[src/rtl/spi_master_ctrl_if.sv]
// Command/reply handshake between a host and spi_master_ctrl.
// The host drives commands through the master modport; the controller uses the slave modport.
interface spi_master_ctrl_if;
    logic       cmd_valid;
    logic       cmd_ready;
    logic [1:0] cmd_type;
    logic [7:0] cmd_data;
    logic       rx_valid;
    logic [7:0] rx_data;
    logic       busy;

    modport master (
        output cmd_valid, cmd_type, cmd_data,
        input  cmd_ready, rx_valid, rx_data, busy
    );

    modport slave (
        input  cmd_valid, cmd_type, cmd_data,
        output cmd_ready, rx_valid, rx_data, busy
    );
endinterface

[src/rtl/spi_master_ctrl.sv]
// SPI master for the SPI-slave/RAM wrapper: one framed command per handshake,
// 8-bit MISO reply captured for read-data commands.
module spi_master_ctrl #(
    parameter int unsigned RD_WAIT = 9,
    parameter int unsigned GAP     = 1
) (
    input  logic               clk,
    input  logic               rst,
    spi_master_ctrl_if.slave   bus,
    output logic               SS_n,
    output logic               MOSI,
    input  logic               MISO
);

    localparam int unsigned CW = (RD_WAIT <= 16) ? 4 : $clog2(RD_WAIT);

    localparam logic [2:0] S_IDLE = 3'd0;
    localparam logic [2:0] S_SEND = 3'd1;
    localparam logic [2:0] S_WAIT = 3'd2;
    localparam logic [2:0] S_RECV = 3'd3;
    localparam logic [2:0] S_GAP  = 3'd4;

    logic [2:0]    state, state_nx;
    logic [CW-1:0] cnt, cnt_nx;
    logic [10:0]   frame, frame_nx;
    logic [7:0]    shift, shift_nx;
    logic [7:0]    rx_data_q;
    logic          rx_valid_q;
    logic          rx_done;
    logic          ss_nx, mosi_nx;

    // One down-counter serves every timed state; each state loads length-1 on entry.
    always_comb begin
        state_nx = state;
        cnt_nx   = cnt;
        frame_nx = frame;
        shift_nx = shift;
        rx_done  = 1'b0;
        case (state)
            S_IDLE: begin
                if (bus.cmd_valid) begin
                    state_nx = S_SEND;
                    cnt_nx   = CW'(10);
                    frame_nx = {bus.cmd_type[1], bus.cmd_type, bus.cmd_data};
                end
            end
            S_SEND: begin
                if (cnt != '0) begin
                    cnt_nx = cnt - CW'(1);
                end else if (frame[9:8] == 2'b11) begin
                    if (RD_WAIT != 0) begin
                        state_nx = S_WAIT;
                        cnt_nx   = CW'(RD_WAIT - 1);
                    end else begin
                        state_nx = S_RECV;
                        cnt_nx   = CW'(7);
                    end
                end else begin
                    state_nx = S_GAP;
                    cnt_nx   = CW'(GAP - 1);
                end
            end
            S_WAIT: begin
                if (cnt != '0) begin
                    cnt_nx = cnt - CW'(1);
                end else begin
                    state_nx = S_RECV;
                    cnt_nx   = CW'(7);
                end
            end
            S_RECV: begin
                shift_nx = {shift[6:0], MISO};
                if (cnt != '0) begin
                    cnt_nx = cnt - CW'(1);
                end else begin
                    state_nx = S_GAP;
                    cnt_nx   = CW'(GAP - 1);
                    rx_done  = 1'b1;
                end
            end
            S_GAP: begin
                if (cnt != '0) cnt_nx = cnt - CW'(1);
                else           state_nx = S_IDLE;
            end
            default: state_nx = S_IDLE;
        endcase
    end

    // Pin values are derived from the next state so SS_n/MOSI come straight off flops.
    always_comb begin
        ss_nx   = !((state_nx == S_SEND) || (state_nx == S_WAIT) || (state_nx == S_RECV));
        mosi_nx = (state_nx == S_SEND) ? frame_nx[cnt_nx[3:0]] : 1'b0;
    end

    always_ff @(posedge clk or posedge rst) begin
        if (rst) begin
            state      <= S_IDLE;
            cnt        <= '0;
            frame      <= '0;
            shift      <= '0;
            rx_data_q  <= '0;
            rx_valid_q <= 1'b0;
            SS_n       <= 1'b1;
            MOSI       <= 1'b0;
        end else begin
            state      <= state_nx;
            cnt        <= cnt_nx;
            frame      <= frame_nx;
            shift      <= shift_nx;
            rx_valid_q <= rx_done;
            if (rx_done) rx_data_q <= shift_nx;
            SS_n       <= ss_nx;
            MOSI       <= mosi_nx;
        end
    end

    assign bus.cmd_ready = (state == S_IDLE);
    assign bus.busy      = (state != S_IDLE);
    assign bus.rx_valid  = rx_valid_q;
    assign bus.rx_data   = rx_data_q;

endmodule

[src/flat_wrapper.sv]
// flat-port wrapper written by rule: the top's interface ports become plain ports
module spi_master_ctrl_flat 
#(
    parameter int unsigned RD_WAIT = 9,
    parameter int unsigned GAP     = 1
)
  (clk, rst, SS_n, MOSI, MISO, bus_cmd_valid, bus_cmd_type, bus_cmd_data, bus_cmd_ready, bus_rx_valid, bus_rx_data, bus_busy);
  spi_master_ctrl_if bus_i ();
  input  logic clk;
  input  logic rst;
  output logic SS_n;
  output logic MOSI;
  input  logic MISO;
  input wire logic [$bits(bus_i.cmd_valid)-1:0] bus_cmd_valid;
  input wire logic [$bits(bus_i.cmd_type)-1:0] bus_cmd_type;
  input wire logic [$bits(bus_i.cmd_data)-1:0] bus_cmd_data;
  output wire logic [$bits(bus_i.cmd_ready)-1:0] bus_cmd_ready;
  output wire logic [$bits(bus_i.rx_valid)-1:0] bus_rx_valid;
  output wire logic [$bits(bus_i.rx_data)-1:0] bus_rx_data;
  output wire logic [$bits(bus_i.busy)-1:0] bus_busy;
  assign bus_i.cmd_valid = bus_cmd_valid;
  assign bus_i.cmd_type = bus_cmd_type;
  assign bus_i.cmd_data = bus_cmd_data;
  assign bus_cmd_ready = bus_i.cmd_ready;
  assign bus_rx_valid = bus_i.rx_valid;
  assign bus_rx_data = bus_i.rx_data;
  assign bus_busy = bus_i.busy;
  spi_master_ctrl #(.RD_WAIT(RD_WAIT), .GAP(GAP)) u_core (.clk(clk), .rst(rst), .bus(bus_i), .SS_n(SS_n), .MOSI(MOSI), .MISO(MISO));
endmodule
[config.mk]
export PLATFORM = sky130hd
export DESIGN_NAME = spi_master_ctrl_flat
export DESIGN_NICKNAME = d
export VERILOG_FILES = /design/src/rtl/spi_master_ctrl_if.sv /design/src/rtl/spi_master_ctrl.sv /design/src/flat_wrapper.sv
export SDC_FILE = /design/constraint.sdc
export NUM_CORES = 1
export LEC_CHECK = 0
export CAP_MARGIN = 20
export CORE_MARGIN = 3
export CORE_UTILIZATION = 30
export DETAILED_ROUTE_END_ITERATION = 16
export PLACE_DENSITY_LB_ADDON = 0.1
export SLEW_MARGIN = 0
export SYNTH_ARGS = -nofsm -noshare
export SYNTH_HDL_FRONTEND = slang
export SYNTH_SLANG_ARGS = --single-unit
[constraint.sdc]
create_clock -name clk -period 3.55 [get_ports clk]
set_input_delay 0.71 -clock clk [delete_from_list [all_inputs] [get_ports clk]]
set_output_delay 0.71 -clock clk [all_outputs]
set_load 0.005 [all_outputs]
==> key figures <==
Status
  • Run status: completed

Final layout
  • Finished Core Util: 38.52%
  • Layout cell share with drive strength beyond 1: 23.20%
  • Fill count: about 620
  • Antenna diodes: 0
  • Final nets: 210
  • Area delta synth->final: 21.96%
  • Final Cell Area: 0.002321 mm^2

Synth
  • Synth top area share: between 40 and 50%
  • Dominant synthesized flop cell: dfrtp_1
  • Ys Warns: 0
  • Syn_nets: 184
  • Syn Inst Count: 167
  • Post-synth EDFFs: 0
  • Area contributors post-synth: dfrtp_1, mux2_2, nor2_1
  • Register area share after synthesis: 47.40%
  • Asr flop ratio synth: 100.0%
  • Yosys cell types: 49
  • Mapped Area: 0.001903 mm^2
  • Leading area contributor after synthesis: dfrtp_1
  • Most frequent cell after synthesis: dfrtp_1
  • Post-synth top cells: dfrtp_1, mux2_2, nor2_1
  • Synth Register Bits: 36
  • Avg Cell Area, Syn: 11.40 um^2

Timing
  • # setup viols final: 0
  • Final worst path period share: 93.02%
  • Final Hold Viols: 0
  • Slew Viols, Final: 0
  • Final Critical Period: 3.302 ns
  • Maximum clock rate: 302.8 MHz
  • Worst Skew: roughly 0.0045 ns
  • Unrepaired setup endpoints after global routing: no
  • Worst Hold Slack: 0.5044 ns
  • Final setup TNS: 0 ns
  • Slew @ Worst Pin: 0.8180 ns
  • Slew margin rel.: between 40% and 50%

Power
  • Max VDD drop: 268.1 uV
  • Leakage power: 0.9963 nW
  • Power Total: ~0.0021 W
  • P per Cell Area: roughly 900 mW/mm^2

Setup path
  • Reg2reg path depth: 10
  • Reg-to-Reg End: u_core.MOSI
  • Crit-path slowest cell: or4b_1
  • R2r startpoint: u_core.cnt[0]
  • Arrival @ worst endpoint: about 3.5 ns
  • Critical path endpoint category: flip-flop
  • CP Cell Sequence: inv_1 -> ha_1 -> or3b_1 -> ha_1 -> or3b_1 -> o211a_1 -> nor2_2 -> nor4_1 -> or4b_1 -> o211ai_2
  • Critical path class: flip-flop to flip-flop
  • Largest stage delay on the critical path: 0.54 ns
  • Worst setup startpoint: u_core.cnt[0]
  • CP required: 3.75 ns
  • Reg2Reg Setup Slack: 0.25 ns
  • Critical Path Fanout Max: 10
  • CP Launch Type: flip-flop

Global route
  • Gr usage total: 12.06%
  • Largest net degree at the start of global routing: 37
  • Grt total ovfl: 0
  • Number of antenna violations at the first check in global routing: 0
  • First-pass GRT wire length: slightly above 7000 um
  • Vias in the first global route: 1428

Die
  • Die Span X: 85.65 um
  • Std cell rows: 28
  • Die footprint: 0.007335 mm^2
  • Initial core utilization: between 30% and 40%
  • IO Pins: 27
  • Core area: 0.006026 mm^2
  • Die height: 85.65 um

Clock network
  • CTS tree: built
  • CTS Root Cell: clkbuf_8
  • H-tree depth: 2
  • Cts bufs inserted: 5
  • Postcts setup bufs: 0
  • Cts repair resizes: 0
  • Clk sinks: 36
  • Clock latency on the worst-skew pair: between 0.2 and 0.3 ns
  • Hold buffers post-CTS: 0
  • Clock Path Buffers: 2
  • Clock-pin slew on the worst setup and hold paths: ~0.070 ns

Drt
  • DRC viols: 0
  • Drt initial violations: 71
  • Vias: 1407
  • Antenna-violating nets left: 0
  • First-pass DRT Iterations: 4
  • DR vias/cell: roughly 5.2
  • Routed WL per cell: 15.14 um
  • Detailed-route wire length: 4072 um

Flow run
  • Total of max-cap violations: 0

Placed design
  • Detailed Place HPWL: 2946 um
  • IO Port Bufs: 26
  • Cell Area, Placed: about 0.0022 mm^2
  • RD Place Congestion: 0.8940

Min path
  • Hold depth: 1
  • Min-Delay Endpoint: u_core.frame[0]
  • Hold/Removal Path Class: flip-flop to flip-flop
  • Hold_sp: u_core.frame[0]
sequential cells by signal, summed over array words and instances, names as in the netlist:
name / count
u_core.MOSI: 1
u_core.SS_n: 1
u_core.bus.rx_data: 8
u_core.bus.rx_valid: 1
u_core.cnt: 4
u_core.frame: 11
u_core.shift: 7
u_core.state: 3
cells by family (layout without fill, tap and decap cells):
family | Yosys count | count (layout) | synth area share (%)
multiplexers | 27 | 27 | 15.84
AO/OA/AOI/OAI | 31 | 31 | 13.21
adder cells (fa/ha/maj) | 3 | 3 | 1.973
buffers and inverters | 18 | 45 | 5.062
AND/OR/NAND/NOR | 52 | 52 | 16.50
flip-flops | 36 | 36 | 47.40
critical path, delay by kind of cell (launching register included):
family                     cells  cell delay (ns)
AOI/OAI and AO/OA              2             0.34
adders and majority gates      2             0.59
buffers and inverters          1             0.11
DFF                            1             0.45
and+or+nand+nor                5             1.74
cell usage in the layout, fill, tap and decap left out, drive strengths merged, types with 2 or more instances in the layout:
| cell type | n |
|---|---|
| o211ai | 4 |
| nor3b | 3 |
| buf | 2 |
| mux2 | 25 |
| nor3 | 6 |
| a211oi | 4 |
| nand2 | 3 |
| or3b | 2 |
| o211a | 2 |
| nor2b | 3 |
| a21oi | 3 |
| o21ai | 4 |
| clkbuf | 5 |
| nor2 | 13 |
| dfrtp | 35 |
| a21o | 2 |
| nor4 | 4 |
| and3 | 2 |
| nor4b | 2 |
| ha | 3 |
| inv | 9 |
| clkdlybuf4s50 | 26 |
| mux2i | 2 |
| nand3 | 6 |
| or2 | 2 |
metrics by stage:
stage          cells  setup slack, ns
6_report         269           0.2478
5_1_grt          269          0.04173
4_1_cts          269           0.2463
3_5_place_dp     261           0.2742
3_3_place_gp     261           0.4093
2_1_floorplan    167           0.5858
layout make-up:
cell class              count  area, um^2  area share, %
inverters                   9       33.78          1.456
well taps                  75       93.84          4.043
multi-input cells         113       904.6          38.98
clock inverters             3       42.54          1.833
clock buffers               5       68.82          2.965
flip-flops and latches     36       902.1          38.87
repair buffers             28       275.3          11.86
power breakdown:
group / internal (W) / switching (W) / total (W)
logic: 0.000498 / 0.000472 / 0.000969
registers: 0.000572 / 0.000158 / 0.000730
clock network: 0.000208 / 0.000149 / 0.000356
layer usage:
layer | GRT usage [%] | vias to the layer above | share of wire, %
met5 | 0 | - | 0
met4 | 3.453 | 0 | 0.59
met3 | 2.882 | 2 | 3.5
met2 | 18.86 | 25 | 46
met1 | 16.66 | 715 | 50
li1 | - | 665 | -
worst max-delay path by stage:
stage	end	slack (ns)	cells past startpoint
5_1_grt	u_core.MOSI	0.04	10
6_report	u_core.MOSI	0.25	10
4_1_cts	u_core.MOSI	0.25	10
2_1_floorplan	u_core.MOSI	0.59	11
3_3_place_gp	u_core.MOSI	0.41	10
3_5_place_dp	u_core.MOSI	0.27	10
Power figures use the tool's default switching activity.
